[src/rtl/router_ingress_ctrl.sv]
// Ingress controller of the 1x3 router: decodes packet headers, steers bytes into one of three
// FIFOs, checks parity, applies flow control and generates per-FIFO read-timeout soft resets.
module router_ingress_ctrl #(
  parameter int unsigned TIMEOUT = 30
) (
  input  logic       clock,
  input  logic       resetn,
  input  logic       pkt_valid,
  input  logic [7:0] data_in,
  input  logic [2:0] fifo_full,
  input  logic [2:0] fifo_empty,
  input  logic [2:0] read_enb,
  output logic       busy,
  output logic [2:0] write_enb,
  output logic [7:0] dout,
  output logic       lfd_state,
  output logic       err,
  output logic [2:0] vld_out,
  output logic [2:0] soft_reset
);

  typedef enum logic [2:0] {
    StIdle,
    StWaitEmpty,
    StLoadHdr,
    StLoadData,
    StLoadParity,
    StDrop
  } state_e;

  state_e          state_q, state_d;
  logic [7:0]      hdr_q, hdr_d;
  logic [6:0]      rem_q, rem_d;
  logic [7:0]      parity_q, parity_d;
  logic            err_q, err_d;
  logic [2:0]      soft_reset_q, soft_reset_d;
  logic [2:0][4:0] cnt_q, cnt_d;

  logic [1:0] addr;
  logic [5:0] len;
  logic [3:0] full_ext, empty_ext, srst_ext;
  logic       full_sel, empty_sel, srst_sel;
  logic       accept, wr;

  assign addr = hdr_q[1:0];
  assign len  = hdr_q[7:2];

  // Padded to four entries so addr=3 selects a harmless zero.
  assign full_ext  = {1'b0, fifo_full};
  assign empty_ext = {1'b0, fifo_empty};
  assign srst_ext  = {1'b0, soft_reset_q};
  assign full_sel  = full_ext[addr];
  assign empty_sel = empty_ext[addr];
  assign srst_sel  = srst_ext[addr];

  assign busy = (state_q == StWaitEmpty) || (state_q == StLoadHdr) ||
                (((state_q == StLoadData) || (state_q == StLoadParity)) && full_sel);
  assign accept = pkt_valid && !busy;

  assign write_enb  = wr ? (3'b001 << addr) : 3'b000;
  assign err        = err_q;
  assign soft_reset = soft_reset_q;
  assign vld_out    = ~fifo_empty;

  always_comb begin
    state_d   = state_q;
    hdr_d     = hdr_q;
    rem_d     = rem_q;
    parity_d  = parity_q;
    err_d     = 1'b0;
    wr        = 1'b0;
    dout      = 8'h00;
    lfd_state = 1'b0;
    case (state_q)
      StIdle: begin
        if (accept) begin
          hdr_d    = data_in;
          parity_d = data_in;
          rem_d    = {1'b0, data_in[7:2]};
          if (data_in[1:0] == 2'd3) begin
            err_d   = 1'b1;
            rem_d   = {1'b0, data_in[7:2]} + 7'd1;
            state_d = StDrop;
          end else if (empty_ext[data_in[1:0]]) begin
            state_d = StLoadHdr;
          end else begin
            state_d = StWaitEmpty;
          end
        end
      end
      StWaitEmpty: begin
        if (empty_sel || srst_sel) state_d = StLoadHdr;
      end
      StLoadHdr: begin
        wr        = 1'b1;
        dout      = hdr_q;
        lfd_state = 1'b1;
        // A soft reset here wiped the FIFO, so the header is simply rewritten.
        if (srst_sel)         state_d = StLoadHdr;
        else if (len != 6'd0) state_d = StLoadData;
        else                  state_d = StLoadParity;
      end
      StLoadData: begin
        if (srst_sel) begin
          // Packet is lost: swallow the remaining payload plus parity.
          err_d   = 1'b1;
          rem_d   = rem_q + 7'd1 - {6'd0, accept};
          state_d = StDrop;
        end else if (accept) begin
          wr       = 1'b1;
          dout     = data_in;
          parity_d = parity_q ^ data_in;
          rem_d    = rem_q - 7'd1;
          if (rem_q == 7'd1) state_d = StLoadParity;
        end
      end
      StLoadParity: begin
        if (srst_sel) begin
          err_d   = 1'b1;
          rem_d   = accept ? 7'd0 : 7'd1;
          state_d = accept ? StIdle : StDrop;
        end else if (accept) begin
          wr      = 1'b1;
          dout    = data_in;
          err_d   = (data_in != parity_q);
          state_d = StIdle;
        end
      end
      StDrop: begin
        if (accept) begin
          rem_d = rem_q - 7'd1;
          if (rem_q == 7'd1) state_d = StIdle;
        end
      end
      default: state_d = StIdle;
    endcase
  end

  always_comb begin
    soft_reset_d = 3'b000;
    cnt_d        = cnt_q;
    for (int i = 0; i < 3; i++) begin
      if (read_enb[i] || !vld_out[i]) begin
        cnt_d[i] = 5'd0;
      end else if (cnt_q[i] == 5'(TIMEOUT - 1)) begin
        cnt_d[i]        = 5'd0;
        soft_reset_d[i] = 1'b1;
      end else begin
        cnt_d[i] = cnt_q[i] + 5'd1;
      end
    end
  end

  always_ff @(posedge clock) begin
    if (!resetn) begin
      state_q      <= StIdle;
      hdr_q        <= 8'h00;
      rem_q        <= 7'd0;
      parity_q     <= 8'h00;
      err_q        <= 1'b0;
      soft_reset_q <= 3'b000;
      cnt_q        <= '0;
    end else begin
      state_q      <= state_d;
      hdr_q        <= hdr_d;
      rem_q        <= rem_d;
      parity_q     <= parity_d;
      err_q        <= err_d;
      soft_reset_q <= soft_reset_d;
      cnt_q        <= cnt_d;
    end
  end

endmodule

[config.mk]
export PLATFORM = sky130hd
export DESIGN_NAME = router_ingress_ctrl
export DESIGN_NICKNAME = d
export VERILOG_FILES = /design/src/rtl/router_ingress_ctrl.sv
export SDC_FILE = /design/constraint.sdc
export NUM_CORES = 1
export LEC_CHECK = 0
export BUFFER_PORTS_ARGS = -buffer_cell sky130_fd_sc_hd__clkbuf_2
export CORE_MARGIN = 5
export CORE_UTILIZATION = 42
export CTS_CLUSTER_SIZE = 24
export DETAILED_ROUTE_END_ITERATION = 12
export GPL_TIMING_DRIVEN = 0
export PLACE_DENSITY = 0.61
export SLEW_MARGIN = 20
export SYNTH_ARGS = -nofsm -noshare
export SYNTH_HDL_FRONTEND = slang
export SYNTH_SLANG_ARGS = --single-unit
[constraint.sdc]
create_clock -name clock -period 8.6 [get_ports clock]
set_input_delay 1.72 -clock clock [delete_from_list [all_inputs] [get_ports clock]]
set_output_delay 1.72 -clock clock [all_outputs]
set_load 0.005 [all_outputs]
# ---- After elaboration in Yosys (flattened, before gate mapping)
# Cells that the tools add are included.
dict set report classes {
  add_sub_neg 7
  bitwise 3
  n_mux 51
  n_reduce_logical 28
  shift 1
  n_lt_le_gt_ge 2
  eq_ne 21
}
# operator n
set ops {}
lappend ops {{3-bit 2-to-1 mux} 14}
lappend ops {{8-bit 2-to-1 mux} 5}
lappend ops {{7-bit 2-to-1 mux} 5}
lappend ops {{8-bit case mux with 2 select lines} 2}
lappend ops {{7-bit case mux with 4 select lines} 1}
lappend ops {{3-bit case mux with 6 select lines} 1}
lappend ops {{1-bit 2-to-1 mux} 16}
lappend ops {{5-bit by 1-bit adder with 5-bit output, second input constant} 3}
lappend ops {{5-bit equality test, second input constant} 3}
lappend ops {{2-bit != test, second input constant} 6}
lappend ops {{3-bit OR reduction} 3}
lappend ops {{1-bit binary-select mux with 2-bit select} 4}
lappend ops {{8-bit != test} 1}
lappend ops {{2-bit OR reduction} 4}
lappend ops {{8-bit bitwise XOR} 1}
lappend ops {{6-bit by 1-bit adder with 7-bit output, second input constant} 1}
lappend ops {{7-bit by 1-bit adder with 7-bit output, second input constant} 1}
lappend ops {{7-bit by 1-bit equality test with 1-bit output, second input constant} 1}
lappend ops {{1-bit logical OR} 7}
lappend ops {{7-bit AND reduction} 1}
lappend ops {{7-bit by 1-bit subtractor with 7-bit output} 1}
lappend ops {{7-bit by 1-bit subtractor with 7-bit output, second input constant} 1}
lappend ops {{3-bit by 2-bit equality test with 1-bit output, second input constant} 2}
lappend ops {{3-bit equality test, second input constant} 2}
lappend ops {{21 further kinds} 27}
dict set report word_totals {
  output_inout_bits 20
  regBits 45
}

# ---- Longest topological paths before layout
# Gate-level depths: netlist (run 1).
dict set report depth {
  word_depth 10
  mapped_depth 17
}

# ---- Least setup slack after synthesis (run 1)
# Ideal clock, no wire load.
dict set report synth_timing {
  path_type {input-to-output}
  from {input fifo_full[0]}
  to {output write_enb[0]}
  path_slack_ns 3.910
  path_stages 7
  path_buffers 1
  t_arrival_ns 2.970
  path_cell_list {mux2i_4 -> nand2_1 -> a221oi_4 -> and3_1 -> buf_4 -> nor2_2 -> nor3_1}
}
dict set report synth_between {
  elab_chain_len 10
}
# element line_no
set synth_lines {}
lappend synth_lines {{start, declared} 10} ;# input logic [2:0] fifo_full,
lappend synth_lines {{1-bit binary-select mux with 2-bit select} 52} ;# assign full_sel = full_ext[addr];
lappend synth_lines {{1-bit 2-to-1 mux (implied by the code)} 52}
lappend synth_lines {{1-bit logical AND} 57} ;# (((state_q == StLoadData) || (state_q == StLoadParity)) && full_sel);
lappend synth_lines {{1-bit logical OR} 56} ;# assign busy = (state_q == StWaitEmpty) || (state_q == StLoadHdr) ||
lappend synth_lines {{1-bit zero test} 58} ;# assign accept = pkt_valid && !busy;
lappend synth_lines {{1-bit logical AND} 58}
lappend synth_lines {{1-bit 2-to-1 mux} {109, 122}}
lappend synth_lines {{1-bit 2-to-1 mux} 118} ;# if (srst_sel) begin
lappend synth_lines {{1-bit case mux with 2 select lines} 74} ;# case (state_q)
lappend synth_lines {{3-bit 2-to-1 mux} 60} ;# assign write_enb = wr ? (3'b001 << addr) : 3'b000;
lappend synth_lines {{end, declared} 14} ;# output logic [2:0] write_enb,
# No other way between the ends. The select of a mux whose other input is x is not followed.

# ---- Worst setup path in the final report (run 1)
dict set report layout_timing {
  from {input fifo_full[0]}
  to {output write_enb[2]}
}
# Same word-level chain as after synthesis.

==> out/qor.log, run 1 <==
INFO  synth          synth.area.mux_share=2.42%
INFO  setup_path     setup.worst_path.class=in -> out
INFO  synth          net_count_after_synthesis=448
INFO  setup_path     kind_of_end_point_of_the_critical_path=output pin
INFO  synth          post_synth_fa_ha_maj_area_fraction=8.20%
INFO  floorplanning  core-area=0.00733sqmm
INFO  grt            globalRouteTotalUtil=18.5%
INFO  clocking       cts.repair.resized=0
INFO  timing         finalHoldWorstSlack=471ps
INFO  placed_design  hpwl=6.52mm
INFO  final_layout   layout.cells.most_common=nand2_1
INFO  grt            grt_start_max_net_pins=15
INFO  setup_path     cpPeakStageDelay=470ps
INFO  timing         timing.clock.skew=18.4ps
INFO  timing         report.final.slew_viol_count=0
INFO  outcome        run_status=finished clean
INFO  placed_design  place.gp.congestion=0.882
INFO  placed_design  placement.cell_area=0.00349sqmm
INFO  final_layout   synthesis_to_finish_area_growth=12.1%
INFO  clocking       cts_buffers=5
INFO  synth          synth.ff_latch_count=45
INFO  synth          synth-xor-area-share=7.66%
INFO  routing        drt.antenna.violating_nets=0
INFO  final_layout   final_area=0.00359sqmm
INFO  setup_path     cpMostUsedCell=clkbuf_2
INFO  grt            grt_first_pass_wirelength=14.8mm
INFO  routing        drcViolationCount=0
INFO  routing        firstDrtPassIters=5
INFO  synth          synthDistinctLibCells=60
INFO  placed_design  placed_cells=538
INFO  floorplanning  floorplan.die.width=97.3microns
INFO  clocking       clock_path_buffers=2
INFO  synth          synth_compound_gate_area_share=25.0%
INFO  routing        drtIter0Drc=229
INFO  setup_path     critical_path_required=6880ps
INFO  synth          yosys_warnings=0
INFO  timing         worst-slew-pin-transition=745ps
INFO  grt            grt_antenna_before_repair=0
INFO  timing         final.min_clock_period=5110ps
INFO  clocking       insertion_delay_of_the_later_clocked_pin_in_the_worst_skew_pair=310ps
INFO  clocking       postCtsSetupRepairBufs=0
INFO  synth          synth.yosys.seq_area_share=28.1%
INFO  floorplanning  rows=31
INFO  synth          synth-edff-count=0
INFO  worst_hold_path worstHoldPathType=reg -> reg
INFO  clocking       cts.clk_slew.worst_paths=90ps
INFO  setup_path     cp_arrival=3390ps
INFO  placed_design  port_buffers=32
INFO  clocking       clockRootBuffer=clkbuf_8
INFO  floorplanning  die_height=97.3microns
INFO  floorplanning  initial_core_util=43.7%
INFO  power_and_ir_drop power_per_cell_area=270mW/mm^2
INFO  grt            grt_overflow=0
INFO  routing        wl_per_cell=16.0microns
INFO  timing         relSlewSlack=50.3%
INFO  run            cap_viol_max_count=0
INFO  final_layout   finalNonFillerCells=546
INFO  final_layout   final_layout_net_count=487
INFO  timing         final.period_utilization=59.5%
INFO  synth          synth_top_family_by_area=compound AO/OA/AOI/OAI gates
INFO  setup_path     setup.worst_path.start_class=input pin
INFO  final_layout   antenna_cells=0
INFO  setup_path     timing.critical_path.cells=clkbuf_2 -> mux2i_4 -> nand2_1 -> a221oi_4 -> and3_1 -> buf_4 -> nor2_2 -> nor3b_2 -> clkbuf_2
INFO  floorplanning  floorplan.io_pins=40
INFO  final_layout   layout.cells.most_common_list=nand2_1, dfxtp_1, nor2_1
INFO  synth          synth_area_per_cell=7.87squm
INFO  timing         setup_ws=3490ps
INFO  clocking       tritoncts=done
INFO  setup_path     crit_slowest_cell=a221oi_4
INFO  clocking       cts_max_level=2
INFO  timing         fmax=196MHz
INFO  routing        route.detailed.vias_per_inst=5.67
INFO  timing         hold_violations=0
INFO  final_layout   drive_above_1_share=15.2%
INFO  timing         final.setup.tns=0ps
INFO  synth          primary_ff_master_synth=dfxtp_1
INFO  routing        routed_wl=8.72mm
INFO  clocking       clock_net_sink_count=45
INFO  setup_path     cp_max_fo=9
INFO  synth          synth.cell_area=0.00320sqmm
INFO  placed_design  dp_slack=3470ps
INFO  power_and_ir_drop vdd_drop_max=0.0966mV
INFO  timing         final-setup-viol-count=0
INFO  synth          post_synth_inst_count=407
INFO  grt            vias_in_the_first_global_route=2,934
INFO  synth          share_of_async_settable_or_async_resettable_flops_after_synthesis=0%
INFO  floorplanning  design.die.area=0.00947sqmm
INFO  synth          synthSimpleGateAreaFrac=21.5%
INFO  clocking       post_cts_hold_buffer_count=0
INFO  power_and_ir_drop p_leak=1.37nW
INFO  timing         grt_setup_unrepaired=false
INFO  routing        route.vias.total=3,098
## critical path, delay by kind of cell
family,cells,cell delay (ps)
mux,1,200
buf+inv,3,390
compound gates,1,470
simple gates,4,610
## stage by stage
stage                     utilization [%]  power (mW)
after floorplan                         -       0.685
after global placement               47.6       0.812
after detailed placement             47.6       0.817
after CTS                            49.0       0.970
after global routing                 49.0        1.05
final                                49.0       0.970
## synthesized netlist by cell type, drive strengths merged, types with 2 or more instances
master,number,area (sq um)
clkbuf,16,60.1
a22o,8,70.1
dfxtp,45,901
nor4,8,50.1
a221oi,2,41.3
nand3,11,55.1
nor3b,2,20.0
nand4b,2,17.5
a21oi,27,146
a22oi,5,37.5
o21a,3,22.5
o21ai,23,115
o311ai,2,17.5
xnor2,10,87.6
ha,21,263
a31o,3,26.3
buf,9,68.8
o2111ai,3,32.5
nor3,13,80.1
nand2,48,180
mux2i,5,66.3
a31oi,10,75.1
o211ai,13,97.6
xor2,18,158
nor2,35,134
inv,26,97.6
o22ai,3,18.8
and3,3,18.8
nand2b,4,25.0
nand4,8,50.1
nor2b,2,12.5
a211oi,3,22.5
nand3b,3,22.5
## final timing paths
check	startpoint	to	slack, ps	depth (start not counted)
setup / recovery	fifo_full[0]	write_enb[2]	3490	9
hold / removal	cnt_q[10]$_SDFF_PP0_	cnt_q[10]$_SDFF_PP0_	470	1
setup reg to reg	hdr_q[1]$_SDFFE_PN0P_	rem_q[6]$_SDFFE_PN0P_	5400	14
hold reg to reg	cnt_q[10]$_SDFF_PP0_	cnt_q[10]$_SDFF_PP0_	470	1
## cells by family after synthesis
group	Yosys count
DFF	45
xor gates and xnor gates	28
AOI/OAI and AO/OA	114
muxes	6
and+or+nand+nor	142
adders and majority gates	21
buffers and inverters	51
## metal layers
metal | routed length, microns | global-route usage, % | up-vias
met3 | 408 | 2.66 | 11
met4 | 114 | 4.15 | 0
met5 | 0 | 0 | -
met1 | 4250 | 26.6 | 1475
li1 | - | - | 1538
met2 | 3950 | 29.4 | 74
## power breakdown
| group | switching, mW | internal (mW) | leakage, nW | total, mW |
|---|---|---|---|---|
| Combinational | 0.323 | 0.215 | 0.951 | 0.537 |
| Sequential | 0.0362 | 0.245 | 0.367 | 0.281 |
| Clock | 0.0772 | 0.0743 | 0.0549 | 0.151 |
## cell type report
type                       count  area (sq um)
buffer                        25           129
clock buffer                   7          96.3
clock inverter                 1          8.76
fill                         746          3740
inverter                      26          97.6
multi-input combinational    311          2080
sequential                    45           901
tap                           99           124
timing repair buffer          32           160
## flip-flops by register name (all words and copies together) (netlist names)
register and cells:
cnt_q 15, soft_reset 3, hdr_q 8, rem_q 7
state_q 3, parity_q 8, err 1
No activity file was read; power rests on OpenSTA's default activity.
==> run 2: changes to the inputs <==
--- a/config.mk
+++ b/config.mk
@@ -11,7 +11,7 @@
 export CTS_CLUSTER_SIZE = 24
 export DETAILED_ROUTE_END_ITERATION = 12
 export GPL_TIMING_DRIVEN = 0
-export PLACE_DENSITY = 0.61
+export PLACE_DENSITY = 0.63
 export SLEW_MARGIN = 20
 export SYNTH_ARGS = -nofsm -noshare
 export SYNTH_HDL_FRONTEND = slang
==> constraint.sdc (replaced) <==
create_clock -name clock -period 4.6 [get_ports clock]
set_input_delay 0.92 -clock clock [delete_from_list [all_inputs] [get_ports clock]]
set_output_delay 0.92 -clock clock [all_outputs]
set_load 0.005 [all_outputs]
==> run 2 against run 1 <==
Net effect:
- cell area is 0.24% lower
- count of clock-buffer cells in the layout is 1 lower
- die area unchanged
- hold slack lost 1.5 ps
- clock skew down 14 ps
- cell count unchanged
- power is 86% higher
- non-clock buffer count is the same
- core utilization down 0.12 points
- register-to-register slack lost 4000 ps
- largest power group unchanged
- flip-flop and latch count did not move
- critical path depth did not move
==> out/qor.log, run 2 (same netlist as run 1, synthesis figures left out) <==
INFO  outcome        run_status=finished clean
INFO  setup_path     setup.worst_path.start_class=input pin
INFO  floorplanning  rows=31
INFO  clocking       tritoncts=done
INFO  routing        drtIter0Drc=233
INFO  routing        routed_wl=8.71mm
INFO  routing        drcViolationCount=0
INFO  run            cap_viol_max_count=0
INFO  grt            grt_first_pass_wirelength=14.6mm
INFO  worst_hold_path worstHoldPathType=reg -> reg
INFO  final_layout   drive_above_1_share=15.2%
INFO  final_layout   final_layout_net_count=487
INFO  timing         final-setup-viol-count=0
INFO  timing         final.min_clock_period=3530ps
INFO  routing        firstDrtPassIters=5
INFO  floorplanning  floorplan.io_pins=40
INFO  final_layout   largest_reg_flops=15
INFO  timing         worst-slew-pin-transition=756ps
INFO  timing         grt_setup_unrepaired=false
INFO  clocking       cts_max_level=2
INFO  placed_design  placed_cells=538
INFO  grt            vias_in_the_first_global_route=2,941
INFO  timing         final.period_utilization=76.8%
INFO  timing         report.final.slew_viol_count=0
INFO  setup_path     kind_of_end_point_of_the_critical_path=output pin
INFO  setup_path     critical_path_required=3680ps
INFO  clocking       cts.repair.resized=0
INFO  floorplanning  initial_core_util=43.7%
INFO  routing        wl_per_cell=15.9microns
INFO  floorplanning  design.die.area=0.00947sqmm
INFO  grt            grt_overflow=0
INFO  floorplanning  floorplan.die.width=97.3microns
INFO  floorplanning  die_height=97.3microns
INFO  final_layout   antenna_cells=0
INFO  power_and_ir_drop p_leak=1.37nW
INFO  placed_design  port_buffers=32
INFO  timing         relSlewSlack=49.6%
INFO  final_layout   layout.cells.most_common_list=nand2_1, dfxtp_1, nor2_1
INFO  power_and_ir_drop totalPowerFinal=1.80mW
INFO  setup_path     cp_max_fo=9
INFO  clocking       insertion_delay_of_the_later_clocked_pin_in_the_worst_skew_pair=300ps
INFO  clocking       clock_path_buffers=2
INFO  floorplanning  core-area=0.00733sqmm
INFO  clocking       clockRootBuffer=clkbuf_8
INFO  power_and_ir_drop power_per_cell_area=503mW/mm^2
INFO  setup_path     setup.worst_path.class=in -> out
INFO  timing         final.setup.tns=0ps
INFO  clocking       clock_net_sink_count=45
INFO  final_layout   finalNonFillerCells=546
INFO  clocking       postCtsSetupRepairBufs=0
INFO  clocking       cts_buffers=5
INFO  routing        route.detailed.vias_per_inst=5.70
INFO  grt            globalRouteTotalUtil=18.4%
INFO  final_layout   layout.cells.most_common=nand2_1
INFO  placed_design  hpwl=6.46mm
INFO  final_layout   layout_top_registers=cnt_q: 15 flops, hdr_q: 8 flops, parity_q: 8 flops
INFO  timing         fmax=283MHz
INFO  clocking       post_cts_hold_buffer_count=0
INFO  power_and_ir_drop vdd_drop_max=0.230mV
INFO  timing         hold_violations=0
INFO  grt            grt_start_max_net_pins=15
INFO  routing        drt.antenna.violating_nets=0
INFO  grt            grt_antenna_before_repair=0
INFO  setup_path     cp_arrival=2610ps
INFO  clocking       cts.clk_slew.worst_paths=90ps
INFO  placed_design  place.gp.congestion=0.902
INFO  final_layout   synthesis_to_finish_area_growth=11.9%
INFO  routing        route.vias.total=3,110
INFO  final_layout   max_flop_register=cnt_q
INFO  timing         timing.clock.skew=4.34ps
## run 2: through the flow
step | setup WS, ps | util [%] | hold WS (ps) | area [sq um]
after global routing | 949 | 48.9 | 505 | 3580
after CTS | 1070 | 48.9 | 479 | 3580
after floorplan | 1450 | - | 433 | 3200
after detailed placement | 929 | 47.6 | 457 | 3490
after global placement | 995 | 47.6 | 449 | 3490
final | 1070 | 48.9 | 470 | 3580
## run 2: report_power, final
group	internal, mW	switching (mW)
clock	0.122	0.147
combinational	0.402	0.608
sequential	0.457	0.0646
## run 2: area by class of cell
class | instances | area (sq um)
fillers | 725 | 3750
multi-input cells | 311 | 2080
flip-flops and latches | 45 | 901
repair buffers | 32 | 160
plain buffers | 25 | 129
well taps | 99 | 124
inverters | 26 | 97.6
clock buffers | 6 | 82.6
clock inverters | 2 | 13.8
## run 2: path summary, 6_finish.rpt
check / start / end / slack, ps / depth (start not counted)
worst max-delay path: fifo_full[0] / write_enb[2] / 1070 / 9
worst min-delay path: cnt_q[10]$_SDFF_PP0_ / cnt_q[10]$_SDFF_PP0_ / 470 / 1
worst max register to register: hdr_q[1]$_SDFFE_PN0P_ / rem_q[6]$_SDFFE_PN0P_ / 1400 / 14
worst min register to register: cnt_q[10]$_SDFF_PP0_ / cnt_q[10]$_SDFF_PP0_ / 470 / 1
## run 2: per-layer routing
layer	wire, microns	track usage, %
met5	0	0
met2	4060	29.8
met4	151	5.75
met1	4140	25.4
met3	357	2.44
## run 2: worst max-delay path: stages
cell and delay, ps:
clkbuf_2 100, mux2i_4 210, nand2_1 150, a221oi_4 470, and3_1 220, buf_4 170
nor2_2 60, nor3b_2 180, clkbuf_2 130
